`src/rtl/syscall_pkg.sv`:
```
// syscall_unit shared types and constants.
// State enum, service codes, decimal power table and ASCII bytes.
package syscall_pkg;

  typedef enum logic [2:0] {
    ST_IDLE,
    ST_SIGN,
    ST_SCAN,
    ST_EMIT,
    ST_CHAR,
    ST_DONE,
    ST_HALT
  } state_e;

  localparam logic [31:0] SVC_PRINT_INT_DEF  = 32'd1;
  localparam logic [31:0] SVC_EXIT_DEF       = 32'd10;
  localparam logic [31:0] SVC_PRINT_CHAR_DEF = 32'd11;

  localparam logic [7:0] ASCII_ZERO  = 8'h30;
  localparam logic [7:0] ASCII_MINUS = 8'h2D;

  localparam logic [0:9][31:0] POW10 = {
    32'd1,
    32'd10,
    32'd100,
    32'd1_000,
    32'd10_000,
    32'd100_000,
    32'd1_000_000,
    32'd10_000_000,
    32'd100_000_000,
    32'd1_000_000_000
  };

  function automatic logic [31:0] pow10(input logic [3:0] i);
    if (i > 4'd9) return 32'd0;
    return POW10[i];
  endfunction

endpackage

```
`src/rtl/dec_digit_gen.sv`:
```
// Decimal digit extraction by repeated subtraction of powers of ten.
// Drives the byte stream while the top FSM sits in EMIT.
module dec_digit_gen
  import syscall_pkg::*;
(
  input  logic        clk,
  input  logic        rst,
  input  logic        load_i,
  input  logic [31:0] mag_i,
  input  logic        scan_i,
  input  logic        emit_i,
  input  logic        out_ready_i,
  output logic        emit_now_o,
  output logic        last_o,
  output logic        out_valid_o,
  output logic [7:0]  out_data_o
);

  logic [31:0] mag_q, mag_d;
  logic [3:0]  idx_q, idx_d;
  logic [3:0]  digit_q, digit_d;
  logic        started_q, started_d;
  logic [31:0] pow;
  logic        ge;

  assign pow = pow10(idx_q);
  assign ge  = mag_q >= pow;

  // Leading zeros are skipped, except the units digit.
  assign emit_now_o = scan_i & ~ge &
    ((digit_q != 4'd0) | started_q | (idx_q == 4'd0));

  assign last_o      = idx_q == 4'd0;
  assign out_valid_o = emit_i;
  assign out_data_o  = emit_i ? (ASCII_ZERO + {4'b0, digit_q}) : 8'h00;

  always_comb begin
    mag_d     = mag_q;
    idx_d     = idx_q;
    digit_d   = digit_q;
    started_d = started_q;
    if (load_i) begin
      mag_d     = mag_i;
      idx_d     = 4'd9;
      digit_d   = 4'd0;
      started_d = 1'b0;
    end else if (scan_i) begin
      if (ge) begin
        mag_d   = mag_q - pow;
        digit_d = digit_q + 4'd1;
      end else if (!emit_now_o) begin
        idx_d   = idx_q - 4'd1;
        digit_d = 4'd0;
      end
    end else if (emit_i) begin
      started_d = 1'b1;
      if (out_ready_i && idx_q != 4'd0) begin
        idx_d   = idx_q - 4'd1;
        digit_d = 4'd0;
      end
    end
  end

  always_ff @(posedge clk) begin
    if (rst) begin
      mag_q     <= 32'd0;
      idx_q     <= 4'd0;
      digit_q   <= 4'd0;
      started_q <= 1'b0;
    end else begin
      mag_q     <= mag_d;
      idx_q     <= idx_d;
      digit_q   <= digit_d;
      started_q <= started_d;
    end
  end

endmodule

```
`src/rtl/syscall_unit.sv`:
```
// MIPS syscall service: print_int, print_char and exit.
// Stalls the core and streams ASCII bytes over valid/ready.
module syscall_unit
  import syscall_pkg::*;
#(
  parameter logic [31:0] SVC_PRINT_INT  = SVC_PRINT_INT_DEF,
  parameter logic [31:0] SVC_EXIT       = SVC_EXIT_DEF,
  parameter logic [31:0] SVC_PRINT_CHAR = SVC_PRINT_CHAR_DEF
) (
  input  logic        clk,
  input  logic        rst,
  input  logic        syscall,
  input  logic [31:0] v0,
  input  logic [31:0] a0,
  output logic        stall,
  output logic        out_valid,
  output logic [7:0]  out_data,
  input  logic        out_ready,
  output logic        done,
  output logic        halted,
  output logic        unk_code
);

  state_e      state_q, state_d;
  logic [31:0] a0_q, a0_d;
  logic        unk_q, unk_d;

  logic        is_int, is_char, is_exit, known;
  logic        load;
  logic [31:0] mag_init;
  logic        in_scan, in_emit;
  logic        emit_now, last;
  logic        dg_valid;
  logic [7:0]  dg_data;

  assign is_int  = v0 == SVC_PRINT_INT;
  assign is_char = v0 == SVC_PRINT_CHAR;
  assign is_exit = v0 == SVC_EXIT;
  assign known   = is_int | is_char | is_exit;

  assign in_scan  = state_q == ST_SCAN;
  assign in_emit  = state_q == ST_EMIT;
  assign mag_init = a0_q[31] ? (32'd0 - a0_q) : a0_q;

  dec_digit_gen u_dg (
    .clk         (clk),
    .rst         (rst),
    .load_i      (load),
    .mag_i       (mag_init),
    .scan_i      (in_scan),
    .emit_i      (in_emit),
    .out_ready_i (out_ready),
    .emit_now_o  (emit_now),
    .last_o      (last),
    .out_valid_o (dg_valid),
    .out_data_o  (dg_data)
  );

  always_comb begin
    state_d = state_q;
    a0_d    = a0_q;
    unk_d   = 1'b0;
    load    = 1'b0;
    unique case (state_q)
      ST_IDLE: begin
        if (syscall) begin
          a0_d = a0;
          if (is_int)       state_d = ST_SIGN;
          else if (is_char) state_d = ST_CHAR;
          else if (is_exit) state_d = ST_HALT;
          else              unk_d   = 1'b1;
        end
      end
      ST_SIGN: begin
        if (!a0_q[31] || out_ready) begin
          load    = 1'b1;
          state_d = ST_SCAN;
        end
      end
      ST_SCAN: begin
        if (emit_now) state_d = ST_EMIT;
      end
      ST_EMIT: begin
        if (out_ready) state_d = last ? ST_DONE : ST_SCAN;
      end
      ST_CHAR: begin
        if (out_ready) state_d = ST_DONE;
      end
      ST_DONE: state_d = ST_IDLE;
      ST_HALT: state_d = ST_HALT;
      default: state_d = ST_IDLE;
    endcase
  end

  always_comb begin
    out_data = 8'h00;
    unique case (1'b1)
      state_q == ST_SIGN: out_data = a0_q[31] ? ASCII_MINUS : 8'h00;
      state_q == ST_CHAR: out_data = a0_q[7:0];
      in_emit:            out_data = dg_data;
      default:            out_data = 8'h00;
    endcase
  end

  assign out_valid = (state_q == ST_SIGN & a0_q[31]) |
                     dg_valid | (state_q == ST_CHAR);
  assign done      = state_q == ST_DONE;
  assign halted    = state_q == ST_HALT;
  assign unk_code  = unk_q;

  // Combinational IDLE term freezes the core in the acceptance cycle.
  assign stall = (syscall & (state_q == ST_IDLE) & known) |
                 (state_q == ST_SIGN) | in_scan | in_emit |
                 (state_q == ST_CHAR) | (state_q == ST_HALT);

  always_ff @(posedge clk) begin
    if (rst) begin
      state_q <= ST_IDLE;
      a0_q    <= 32'd0;
      unk_q   <= 1'b0;
    end else begin
      state_q <= state_d;
      a0_q    <= a0_d;
      unk_q   <= unk_d;
    end
  end

endmodule
```
`config.mk`:
```
export PLATFORM = sky130hd
export DESIGN_NAME = syscall_unit
export DESIGN_NICKNAME = d
export VERILOG_FILES = /design/src/rtl/syscall_pkg.sv /design/src/rtl/dec_digit_gen.sv /design/src/rtl/syscall_unit.sv
export SDC_FILE = /design/constraint.sdc
export NUM_CORES = 1
export LEC_CHECK = 0
export BUFFER_PORTS_ARGS = -buffer_cell sky130_fd_sc_hd__buf_4
export CAP_MARGIN = 30
export CORE_MARGIN = 3
export CORE_UTILIZATION = 55
export CTS_CLUSTER_DIAMETER = 50
export DETAILED_ROUTE_END_ITERATION = 10
export PLACE_DENSITY = 0.76
export SYNTH_ARGS = -nofsm -noshare
export SYNTH_HDL_FRONTEND = slang
export SYNTH_HIERARCHICAL = 1
export SYNTH_SLANG_ARGS = --single-unit
export TNS_END_PERCENT = 100
```
`constraint.sdc`:
```
create_clock -name clk -period 8.67 [get_ports clk]
set_input_delay 1.734 -clock clk [delete_from_list [all_inputs] [get_ports clk]]
set_output_delay 1.734 -clock clk [all_outputs]
set_load 0.01 [all_outputs]
```
# Word level (Yosys, flattened, before mapping)
# Memories as Yosys holds them, arrays and structs flattened.
# Index checks and enable logic that the tools add are counted.
# word_totals
latchBits,0
regBits,77
ramBits,0
memories,1
input_bits,68
mem_bits_ro,512
# classes
n_shift,0
n_lt_le_gt_ge,3
n_mux,35
n_addsub,5
div_mod_pow,0
n_reduce_logical,22
n_bitwise,21
n_eq_ne,20
multipliers,0
# memory_table
name,depth,word_bits,read_ports,rd_ports_with_merged_regs,wr,line_no,rtl
(no name shown),16,32,1,0,0,syscall_pkg.sv:37,return POW10[i];
# ops
op,count
32-bit two-way mux,8
"32-bit by 4-bit equality test with 1-bit output, second input constant",2
4-bit two-way mux,11
"32-bit by 1-bit equality test with 1-bit output, second input constant",1
32-bit greater-or-equal comparator,1
"1-bit by 32-bit subtractor with 32-bit output, first input constant",1
32-bit subtractor,1
3-bit two-way mux,9
8-bit one-hot mux with 3 select lines,1
3-bit one-hot mux with 6 select lines,1
"2-bit != test, second input constant",6
1-bit bitwise OR,11
"3-bit equality test, second input constant",3
4-bit AND reduction,2
2-bit nonzero test,4
4-bit nonzero test,2
"6-bit by 4-bit adder with 7-bit output, first input constant",1
"3-bit by 2-bit equality test with 1-bit output, second input constant",2
6-bit two-way mux,1
"3-bit != test, second input constant",2
2-bit AND reduction,3
6-bit AND reduction,1
3-bit nonzero test,2
1-bit AND,5
19 further kinds,25

# Logic depth before layout (Yosys ltp)
# depth
word_depth,13
mapped_depth,20
ltp_nobuf,19

# Hierarchy
# The synthesis kept the hierarchy.
# by_module_without_submodules
module,instances,area_per_inst_um2,cells_each,seq_area_each_um2
dec_digit_gen,1,4086.4,547,820.8
syscall_unit,1,2307.2,315,720.7

# Worst setup path after synthesis
# Ideal clock, no wire load.
# synth_timing
kind,input to output
start,input v0[13]
end,output stall
path_buffers,0
arrival_time_ns,2.723
setup_slack_ns,4.213
stages,5
path_cell_list,nor4_1 > nand4_1 > nor2_1 > a31oi_1 > a21oi_1
# synth_between
elab_chain_len,9
elab_cells_between_ends,11
classes_between,eq/ne (3); bitwise (8)
# synth_rtl
item,line_no,rtl
from (decl),syscall_unit.sv:13,"input logic [31:0] v0,"
32-bit by 1-bit equality test with 1-bit output / 32-bit by 4-bit equality test with 1-bit output (equally long branches),"syscall_unit.sv:36, syscall_unit.sv:37",
1-bit bitwise OR,syscall_unit.sv:39,assign known = is_int | is_char | is_exit;
1-bit bitwise OR *,syscall_unit.sv:39,
1-bit AND *,syscall_unit.sv:112,assign stall = (syscall & (state_q == ST_IDLE) & known) |
1-bit bitwise OR *,syscall_unit.sv:112,
1-bit bitwise OR * (3 in a row),syscall_unit.sv:113,(state_q == ST_SIGN) | in_scan | in_emit |
1-bit bitwise OR *,syscall_unit.sv:114,(state_q == ST_CHAR) | (state_q == ST_HALT);
to (decl),syscall_unit.sv:15,"output logic stall,"
# Mark *: on every way between the ends. The rest lies on a longest branch, timed or not.

# Final worst setup path
# layout_timing
start,input v0[25]
end,output stall
# The elaborated chain is that of the path after synthesis.

==> key figures <==
Final layout
  – Final Non-Filler Cells: 1,047
  – Fillers: 964
  – Fin nets: 1,010
  – Diode count: 0
  – P&R area growth vs syn: 13.82%
  – Fin area: 7277 um^2
  – Layout cells sized above 1: 14.44%

Job
  – Max Cap Viol: 0

CTS
  – Worst-Skew Late Latency: 0.34 ns
  – TritonCTS Buffers: 9
  – Number of hold buffers added after cts: 0
  – H-tree depth: 3
  – Root buffer cell: clkbuf_16
  – CTS sink count: 77
  – CTS tree: built
  – Clock transition at path regs: 0.06 ns
  – Clock buffer depth: 2
  – Post_cts resized: 0
  – Post-CTS setup-driven buffer insertion count: 0

Placed design
  – IO buf count: 80
  – Place WS: 3.853 ns
  – Gp weighted congestion: 0.9643
  – DP Area: 6920 um^2
  – HPWL Detailed: 13,470 um
  – Inst Count DP: 1,029

Setup path
  – Setup Crit Path Kind: input port to output pin
  – CP max stage cell: nor2_1
  – Setup crit start kind: input port
  – Worst path arrival time: 3.09 ns
  – Endpoint class of the critical path: output pin
  – CP dominant cell by count: buf_4
  – Cell Chain, Critical Path: buf_4 -> nor4_1 -> nand4_1 -> nor2_1 -> a31oi_1 -> a21oi_1 -> buf_4
  – Crit Path Max Fanout: 6
  – Worst EP required: 6.94 ns
  – Worst stage delay on the critical path: 0.32 ns

Floorplan
  – Die height: 113.8 um
  – Chip width: 113.8 um
  – Initial core utilization: 57.71%
  – I/O pin count: 81
  – Core Box Area: 11,080 um^2
  – Die area: 12,960 um^2
  – # rows: 38

Yosys
  – Synth top area share: 24.11%
  – Post-Syn Area: 6394 um^2
  – Post-synthesis sequential area ratio: 24.11%
  – EDFF count, synth: 0
  – Most common cell in the synthesized netlist: nand2_1
  – Synthesis Warnings: 6
  – Number of synthesized register bits: 77
  – Asr flop ratio synth: 0%
  – Syn Inst Count: 862
  – Ys flop type: dfxtp_1
  – Syn_area_per_cell: 7.417 um^2
  – Dominant cell type by area after synthesis: dfxtp_1
  – Library cells used by synthesis: 90
  – Largest cells by area after synthesis: dfxtp_1 (24%), nand2_1 (9.0%), ha_1 (7.6%)
  – Post-synth top cells: nand2_1 (154), a21oi_1 (95), dfxtp_1 (77)

Power and ir drop
  – Max VDD drop: 0.0001431 V
  – Leakage power: 3.005 nW
  – PD cells: 117.3 nW/um^2
  – Total power: 0.8536 mW

Worst hold path
  – Hold Crit Class: flip-flop to flip-flop

STA
  – Clock skew: 0.004970 ns
  – Slew headroom: 29.56%
  – Fin crit share: 55.59%
  – Setup_tns: 0 ns
  – Tmin final: 4.820 ns
  – RSZ-0062 raised after global routing: false
  – Final Hold Fails: 0
  – Worst-Margin Slew: 1.054 ns
  – Final setup vio count: 0
  – Final Max Tran Viols: 0
  – Setup ws final: 3.850 ns
  – Fmax: 207.5 MHz

Drt
  – Detailed Route WL: 17,640 um
  – Avg WL per Cell: 16.85 um
  – 1st-iter DRT viols: 702
  – Routed vias/inst: 6.216
  – ANT nets after route: 0
  – Drt pass-1 iters: 5
  – Residual DRC count: 0
  – Vias: 6,508

Global routing
  – Antenna violations before repair: 0
  – First-pass GRT wire length: 29,420 um
  – Total Routing Usage GR: 27.64%
  – Vias in the first global route: 6,051
  – Congestion Overflow GR: 0
  – Largest net degree at the start of global routing: 77

Run status
  – Status: finished, final reports clean
metrics by stage:
stage	hold slack [ns]	util (%)
after global placement	0.4469	62.22
after detailed placement	0.4661	62.47
after global routing	0.5228	65.69
after CTS	0.4792	65.19
final	0.4919	65.69
after floorplan	0.4288	-
path summary, 6_finish.rpt:
| kind | from | to | slack (ns) | cells after the start |
|---|---|---|---|---|
| worst min register to register | a0_q[30] | a0_q[30] | 0.49 | 2 |
| worst max register to register | u_dg/idx_q[0] | u_dg/mag_q[25] | 3.97 | 15 |
| worst min-delay path | a0_q[30] | a0_q[30] | 0.49 | 2 |
| worst max-delay path | v0[25] | stall | 3.85 | 7 |
report_power, final:
| group | switching (mW) | total (mW) | internal [mW] |
|---|---|---|---|
| logic | 0.0475 | 0.0968 | 0.0492 |
| clock network | 0.151 | 0.383 | 0.231 |
| registers | 0.0117 | 0.374 | 0.362 |
| total | 0.211 | 0.854 | 0.643 |
worst max-delay path: cells and delay by family:
kind,cells,cell delay [ns]
simple gates,3,0.73
compound gates,2,0.36
buf+inv,2,0.25
cells by family (layout without fill, tap and decap cells):
logic type | after synthesis | in the layout | share of synthesized area (%)
buffers and inverters | 93 | 137 | 6.810
other | 1 | 2 | 0.05865
muxes | 4 | 4 | 0.6262
xor gates and xnor gates | 50 | 50 | 6.849
adders and majority gates | 40 | 40 | 7.945
DFF | 77 | 77 | 24.11
and+or+nand+nor | 338 | 338 | 26.05
AOI/OAI and AO/OA | 259 | 259 | 27.55
registers in the layout (all words and copies together), names as in the netlist:
register,cells
u_dg/started_q,1
unk_code,1
state_q,3
a0_q,32
u_dg/digit_q,4
u_dg/idx_q,4
u_dg/mag_q,32
layout make-up:
cell class              count  area, um^2  area share, %
inverters                  36       135.1          1.857
well taps                 140       175.2          2.407
multi-input cells         693        4425          60.81
flip-flops and latches     77        1541          21.18
clock inverters             5       58.81         0.8081
repair buffers             85       698.2          9.594
clock buffers              11       242.7          3.336
placed cells by master, fill, tap and decap left out, types with 8 or more instances in the layout:
cell       instances
dfxtp_1           77
nor4_1             9
nor3_1            16
nand2_1          154
inv_1             35
xnor2_1           46
and2_1            10
nand3_1           18
o21ai_0           36
a21o_1            18
buf_4             82
o31ai_1           10
or3_1             14
nand4_1           11
clkbuf_16          9
a21oi_1           95
a311oi_1          11
nand2b_1           8
nor2_1            49
ha_1              39
per-layer routing:
layer	global-route usage (%)	part of all wire (%)	up-vias
li1	-	-	3203
met1	39.11	46	3015
met2	42.40	44	259
met3	5.146	7.5	31
met4	9.343	1.9	0
met5	0	0	-
No activity file was read; power rests on OpenSTA's default activity.
